===== config.mk =====
export PLATFORM = sky130hd
export DESIGN_NAME = dmem_responder_flat
export DESIGN_NICKNAME = d
export VERILOG_FILES = /design/src/rtl/dmem_responder_if.sv /design/src/rtl/dmem_responder.sv /design/src/flat_wrapper.sv
export SDC_FILE = /design/constraint.sdc
export NUM_CORES = 2
export LEC_CHECK = 0
export BUFFER_PORTS_ARGS = -buffer_cell sky130_fd_sc_hd__buf_4
export CORE_MARGIN = 4
export CORE_UTILIZATION = 50
export DETAILED_ROUTE_END_ITERATION = 12
export PLACE_DENSITY = 0.74
export SLEW_MARGIN = 20
export SYNTH_ARGS = -nofsm -noshare
export SYNTH_HDL_FRONTEND = slang
export SYNTH_SLANG_ARGS = --single-unit

===== constraint.sdc =====
create_clock -name clk -period 4.95 [get_ports clk]
set_clock_uncertainty 0.05 [all_clocks]
set_input_delay 1.485 -clock clk [delete_from_list [all_inputs] [get_ports clk]]
set_output_delay 1.485 -clock clk [all_outputs]
set_load 0.005 [all_outputs]

===== src/rtl/dmem_responder_if.sv =====
// Data-port bus between a core (master) and the data-memory responder (slave).
interface dmem_responder_if;
    logic        MemReq;
    logic        MemWrite;
    logic [31:0] DataAdr;
    logic [31:0] WriteData;
    logic        Ready;
    logic [31:0] ReadData;
    logic        Fault;
    logic        Done;
    logic [31:0] Score;

    modport master (
        output MemReq, MemWrite, DataAdr, WriteData,
        input  Ready, ReadData, Fault, Done, Score
    );

    modport slave (
        input  MemReq, MemWrite, DataAdr, WriteData,
        output Ready, ReadData, Fault, Done, Score
    );
endinterface


===== src/rtl/dmem_responder.sv =====
// Data-memory responder: one request at a time, fixed wait states, and a
// result mailbox word that latches Score and raises a sticky Done.
// Ready/Fault/ReadData are registered on the edge that ends RESP, so they are
// visible in the cycle after RESP; the write commits on that same edge.
module dmem_responder #(
    parameter int DEPTH       = 64,
    parameter int WAIT        = 2,
    parameter int MAILBOX_ADR = 252
) (
    input  logic              clk,
    input  logic              reset,
    dmem_responder_if.slave   bus
);
    localparam int AW = (DEPTH > 1) ? $clog2(DEPTH) : 1;
    localparam int CW = (WAIT > 1) ? $clog2(WAIT) : 1;
    localparam logic [CW-1:0] CNT_INIT = (WAIT > 0) ? CW'(WAIT - 1) : CW'(0);

    localparam logic [1:0] S_IDLE = 2'd0;
    localparam logic [1:0] S_BUSY = 2'd1;
    localparam logic [1:0] S_RESP = 2'd2;

    logic [1:0]    state_q, state_d;
    logic [CW-1:0] cnt_q, cnt_d;
    logic          wr_q, wr_d;
    logic [31:0]   adr_q, adr_d;
    logic [31:0]   wdata_q, wdata_d;
    logic          ready_q, ready_d;
    logic          fault_q, fault_d;
    logic          done_q, done_d;
    logic [31:0]   score_q, score_d;
    logic [31:0]   rdata_q, rdata_d;

    logic [31:0]   mem_q [DEPTH];
    logic          mem_we_s;
    logic [29:0]   idx_full_s;
    logic [AW-1:0] mem_idx_s;
    logic          bad_s;
    logic          mbox_s;

    // Decode the latched address: word index, bad-address and mailbox hit.
    always_comb begin
        idx_full_s = adr_q[31:2];
        mem_idx_s  = idx_full_s[AW-1:0];
        bad_s      = (adr_q[1:0] != 2'b00) || (idx_full_s >= 30'(DEPTH));
        mbox_s     = (adr_q == 32'(MAILBOX_ADR));
    end

    // Request FSM, wait counter and response/mailbox next-state logic.
    always_comb begin
        state_d  = state_q;
        cnt_d    = cnt_q;
        wr_d     = wr_q;
        adr_d    = adr_q;
        wdata_d  = wdata_q;
        ready_d  = 1'b0;
        fault_d  = 1'b0;
        done_d   = done_q;
        score_d  = score_q;
        rdata_d  = rdata_q;
        mem_we_s = 1'b0;
        case (state_q)
            S_IDLE: begin
                if (bus.MemReq) begin
                    wr_d    = bus.MemWrite;
                    adr_d   = bus.DataAdr;
                    wdata_d = bus.WriteData;
                    if (WAIT == 0) begin
                        state_d = S_RESP;
                    end else begin
                        state_d = S_BUSY;
                        cnt_d   = CNT_INIT;
                    end
                end else begin
                    state_d = S_IDLE;
                end
            end
            S_BUSY: begin
                if (cnt_q == CW'(0)) begin
                    state_d = S_RESP;
                end else begin
                    cnt_d = cnt_q - CW'(1);
                end
            end
            S_RESP: begin
                state_d = S_IDLE;
                ready_d = 1'b1;
                if (bad_s) begin
                    fault_d = 1'b1;
                    rdata_d = 32'd0;
                end else if (wr_q) begin
                    mem_we_s = 1'b1;
                    if (mbox_s) begin
                        score_d = wdata_q;
                        done_d  = 1'b1;
                    end else begin
                        score_d = score_q;
                    end
                end else begin
                    rdata_d = mem_q[mem_idx_s];
                end
            end
            default: begin
                state_d = S_IDLE;
            end
        endcase
    end

    // Control and output registers; reset discards any in-flight request.
    always_ff @(posedge clk) begin
        if (reset) begin
            state_q <= S_IDLE;
            cnt_q   <= CW'(0);
            wr_q    <= 1'b0;
            adr_q   <= 32'd0;
            wdata_q <= 32'd0;
            ready_q <= 1'b0;
            fault_q <= 1'b0;
            done_q  <= 1'b0;
            score_q <= 32'd0;
            rdata_q <= 32'd0;
        end else begin
            state_q <= state_d;
            cnt_q   <= cnt_d;
            wr_q    <= wr_d;
            adr_q   <= adr_d;
            wdata_q <= wdata_d;
            ready_q <= ready_d;
            fault_q <= fault_d;
            done_q  <= done_d;
            score_q <= score_d;
            rdata_q <= rdata_d;
        end
    end

    // Memory array: not cleared by reset, and a reset on the RESP edge blocks the write.
    always_ff @(posedge clk) begin
        if (!reset && mem_we_s) begin
            mem_q[mem_idx_s] <= wdata_q;
        end
    end

    assign bus.Ready    = ready_q;
    assign bus.Fault    = fault_q;
    assign bus.Done     = done_q;
    assign bus.Score    = score_q;
    assign bus.ReadData = rdata_q;
endmodule


===== src/flat_wrapper.sv =====
// flat-port wrapper written by rule: the top's interface ports become plain ports
module dmem_responder_flat 
#(
    parameter int DEPTH       = 64,
    parameter int WAIT        = 2,
    parameter int MAILBOX_ADR = 252
)
  (clk, reset, bus_MemReq, bus_MemWrite, bus_DataAdr, bus_WriteData, bus_Ready, bus_ReadData, bus_Fault, bus_Done, bus_Score);
  dmem_responder_if bus_i ();
  input  logic clk;
  input  logic reset;
  input wire logic [$bits(bus_i.MemReq)-1:0] bus_MemReq;
  input wire logic [$bits(bus_i.MemWrite)-1:0] bus_MemWrite;
  input wire logic [$bits(bus_i.DataAdr)-1:0] bus_DataAdr;
  input wire logic [$bits(bus_i.WriteData)-1:0] bus_WriteData;
  output wire logic [$bits(bus_i.Ready)-1:0] bus_Ready;
  output wire logic [$bits(bus_i.ReadData)-1:0] bus_ReadData;
  output wire logic [$bits(bus_i.Fault)-1:0] bus_Fault;
  output wire logic [$bits(bus_i.Done)-1:0] bus_Done;
  output wire logic [$bits(bus_i.Score)-1:0] bus_Score;
  assign bus_i.MemReq = bus_MemReq;
  assign bus_i.MemWrite = bus_MemWrite;
  assign bus_i.DataAdr = bus_DataAdr;
  assign bus_i.WriteData = bus_WriteData;
  assign bus_Ready = bus_i.Ready;
  assign bus_ReadData = bus_i.ReadData;
  assign bus_Fault = bus_i.Fault;
  assign bus_Done = bus_i.Done;
  assign bus_Score = bus_i.Score;
  dmem_responder #(.DEPTH(DEPTH), .WAIT(WAIT), .MAILBOX_ADR(MAILBOX_ADR)) u_core (.clk(clk), .reset(reset), .bus(bus_i));
endmodule

==> PnR_summary.wiki <==
{| class="wikitable"
! Metric !! Value
|-
| Unrepaired setup endpoints after global routing || no
|-
| CTS H-tree lvls || 4
|-
| Proportion of layout cells with a drive suffix above 1 || between 20% and 30%
|-
| Hold Vio Cnt, Final || 0
|-
| Yosys warns || 0
|-
| Vias in the first global route || 42600
|-
| Standby leakage power || 30.41 nW
|-
| Endpoint kind of the worst setup timing path || flop
|-
| Routed vias || 43390
|-
| Clock network latency to the later pin of the worst-skew pair || 830 ps
|-
| Critical path start-end classification || reg2reg
|-
| Biggest fanout along the worst timing path || 36
|-
| Post-layout minimum cycle time || around 3600 ps
|-
| CTS Root Buffer Type || sky130_fd_sc_hd__clkbuf_16
|-
| Setup violators final || 0
|-
| Worst slew margin relative to its limit || 19.60%
|-
| Clock tree from TritonCTS || yes
|-
| Average wire per standard cell || 33.72 um
|-
| Share of the clock period used by the worst path || 73.00%
|-
| Number of cells on the worst hold path || 2
|-
| Synth Net Count || 4136
|-
| Number of synthesized flops with an enable pin || 2048
|-
| Met3 routing resource usage after global routing || 8.053%
|-
| Area of the core region || 165700 um2
|-
| Final routed wirelength across all metal layers || approximately 230000 um
|-
| Chip Height || 417.1 um
|-
| DRC viols || 0
|-
| Number of buffers added to fix hold violations after cts || 0
|-
| Mean cell area of the mapped netlist || 20.57 um2
|-
| Fraction of the yosys area taken by sequential cells || 76.86%
|-
| Count of filler cells inserted in the layout || between 10000 and 15000
|-
| Top FF cell, synth || sky130_fd_sc_hd__edfxtp_1
|-
| Detailed placement HPWL || 134200 um
|-
| GRT Overall Usage || 26.08%
|-
| Register area || ~64000 um2
|-
| Count of maximum capacitance violations || 0
|-
| Width of the die || 417.1 um
|-
| Startpoint type of the worst setup path || flop
|-
| Met1 usage in global routing || 35.84%
|-
| Router iterations before antenna repair || 8
|-
| TritonCTS buffer count || roughly 200
|-
| Pin count of the biggest net entering global routing || slightly above 100
|-
| Clock transition at the registers of the reported paths || 60 ps
|-
| Global-route layer with the greatest usage || met2
|-
| Starting utilization of the core area || 50.49%
|-
| Number of rows created at floorplan || 149
|-
| Worst path setup slack after routing || 1337 ps
|-
| Library cells used by synthesis || 64
|-
| Sum of overflow across all layers after global routing || 0
|-
| Final Total Pwr || 38.21 mW
|-
| Most common cell after layout, fill and taps aside || sky130_fd_sc_hd__edfxtp_1
|-
| Die area || 174000 um2
|-
| First DRT Iteration DRCs || around 7400
|-
| Path type of the worst min-delay path || reg2reg
|-
| Number of buffers inserted by post-CTS setup repair || 0
|-
| Worst flop-to-flop path endpoint || u_core.bus.ReadData[28]$_SDFFE_PP0P_
|-
| Worst voltage drop across the vdd grid || 398.5 uV
|-
| Post-layout net count || 4429
|-
| Fin. max-slew vios || 0
|-
| Post-synthesis cell count || 4068
|-
| Cell Area, Synth || between 80000 and 90000 um2
|-
| Worst endpoint required time || 5610 ps
|-
| Number of storage elements in the synthesis netlist || 2189
|-
| Antenna violation net count after detailed routing || 0
|-
| Routing usage on met2 || 38.91%
|-
| Placer's final routability congestion estimate || 0.9538
|-
| Area grow syn2layout || 13.83%
|-
| Number of antenna violations at the first check in global routing || 14
|-
| Highest achievable clock rate || 276.7 MHz
|-
| Hold endpoint || u_core.adr_q[10]$_SDFFE_PP0P_
|-
| Vias per std cell || ~6.4
|-
| Register-to-register setup slack || about 1300 ps
|-
| Worst Min Path Start || u_core.adr_q[10]$_SDFFE_PP0P_
|-
| Port Buf Inserts || about 130
|-
| Worst reg-to-reg path cell count || 8
|-
| Measured slew at the worst slew-check pin || about 1200 ps
|-
| Status || finished clean
|-
| Post-cts repair resize count || 0
|-
| Setup total negative slack || 0 ps
|-
| Area of the multi-input gates || roughly 18000 um2
|-
| Cell Pwr Density || 401.1 nW/um2
|-
| Post-layout util || 57.47%
|-
| Buffer levels on the longest clock path || 3
|-
| Critical path arrival || 4270 ps
|-
| Wire length of the first global-routing pass || 321400 um
|-
| Number of placed I/O pins || 135
|-
| Pre-CTS setup slack || 1146 ps
|-
| Commonest cells after routing, fill and taps aside || sky130_fd_sc_hd__edfxtp_1, sky130_fd_sc_hd__mux4_2, sky130_fd_sc_hd__nand2_1
|-
| Async set or reset register ratio after synthesis || 0%
|-
| Clk sinks || 2189
|}
Yosys cell counts (all sizes together), types with 34 or more instances:
| cell | number | area share (%) |
|---|---|---|
| a211oi | 35 | 0.31 |
| a21oi | 160 | 0.96 |
| a22oi | 65 | 0.58 |
| buf | 161 | 1.6 |
| clkbuf | 74 | 0.33 |
| dfxtp | 141 | 3.4 |
| edfxtp | 2048 | 73 |
| mux2i | 214 | 2.6 |
| mux4 | 458 | 12 |
| nand2 | 281 | 1.3 |
| nor2 | 102 | 0.46 |
| nor2b | 34 | 0.25 |
| o21ai | 55 | 0.33 |
metal layers:
layer | part of all wire (%) | vias up
met2 | 46 | 3067
met4 | 5.2 | 2
met3 | 13 | 436
met5 | 0.0048 | -
met1 | 36 | 22540
li1 | - | 17350
flip-flops by register name, summed over array words and instances (netlist names), named ones only:
register / count
u_core.mem_q: 2048
u_core.bus.ReadData: 32
u_core.bus.Ready: 1
u_core.bus.Score: 32
u_core.wdata_q: 32
u_core.state_q: 2
u_core.wr_q: 1
u_core.bus.Fault: 1
u_core.adr_q: 32
u_core.bus.Done: 1
u_core.cnt_q: 1
power breakdown:
part           total [mW]  internal (mW)  switching (mW)
logic                1.92          0.745            1.17
clock network        15.5           8.69            6.80
registers            20.8           20.3           0.478
total                38.2           29.8            8.46
logic make-up (layout without fill, tap and decap cells):
group / after synthesis / in the layout / synth area share (%)
flops: 2189 / 2189 / 76.86
mux: 692 / 692 / 15.16
buf+inv: 241 / 710 / 1.914
compound gates: 445 / 445 / 3.472
other cells: 0 / 4 / 0
simple gates: 501 / 501 / 2.590
worst max-delay path, stage by stage, from the launching register on:
cell,delay (ps)
sky130_fd_sc_hd__dfxtp_4,690
sky130_fd_sc_hd__buf_12,330
sky130_fd_sc_hd__buf_12,300
sky130_fd_sc_hd__mux4_2,610
sky130_fd_sc_hd__mux2i_1,480
sky130_fd_sc_hd__mux2i_1,180
sky130_fd_sc_hd__o21ai_0,350
sky130_fd_sc_hd__a31oi_1,100
sky130_fd_sc_hd__a32o_1,330
layout make-up:
| type | instances | share of cell area [%] |
|---|---|---|
| Sequential cell | 2189 | 67.66 |
| Multi-Input combinational cell | 1638 | 19.17 |
| Clock buffer | 274 | 5.841 |
| Timing Repair Buffer | 320 | 3.336 |
| Tap cell | 2189 | 2.875 |
| Clock inverter | 110 | 1.073 |
| Inverter | 6 | 0.02759 |
| Antenna cell | 4 | 0.01051 |
per-stage QoR:
stage	area, um2	hold WS [ps]	instances
4_1_cts	95240	405.2	6726
2_1_floorplan	83680	374.9	4068
5_1_grt	95240	419.0	6726
3_5_place_dp	88660	396.1	6342
3_3_place_gp	88650	381.7	6342
6_report	95250	402.4	6730
worst max path at each step:
stage          start                              endpoint  slack [ps]
5_1_grt         flop  u_core.bus.ReadData[28]$_SDFFE_PP0P_        1190
3_5_place_dp   reset        u_core.mem_q[31][23]$_DFFE_PP_        1150
4_1_cts         flop  u_core.bus.ReadData[14]$_SDFFE_PP0P_        1400
2_1_floorplan  reset         u_core.mem_q[59][0]$_DFFE_PP_         790
6_report        flop  u_core.bus.ReadData[28]$_SDFFE_PP0P_        1340
3_3_place_gp   reset        u_core.mem_q[63][11]$_DFFE_PP_        1160
Note: power is estimated with default switching activity, not from simulation.
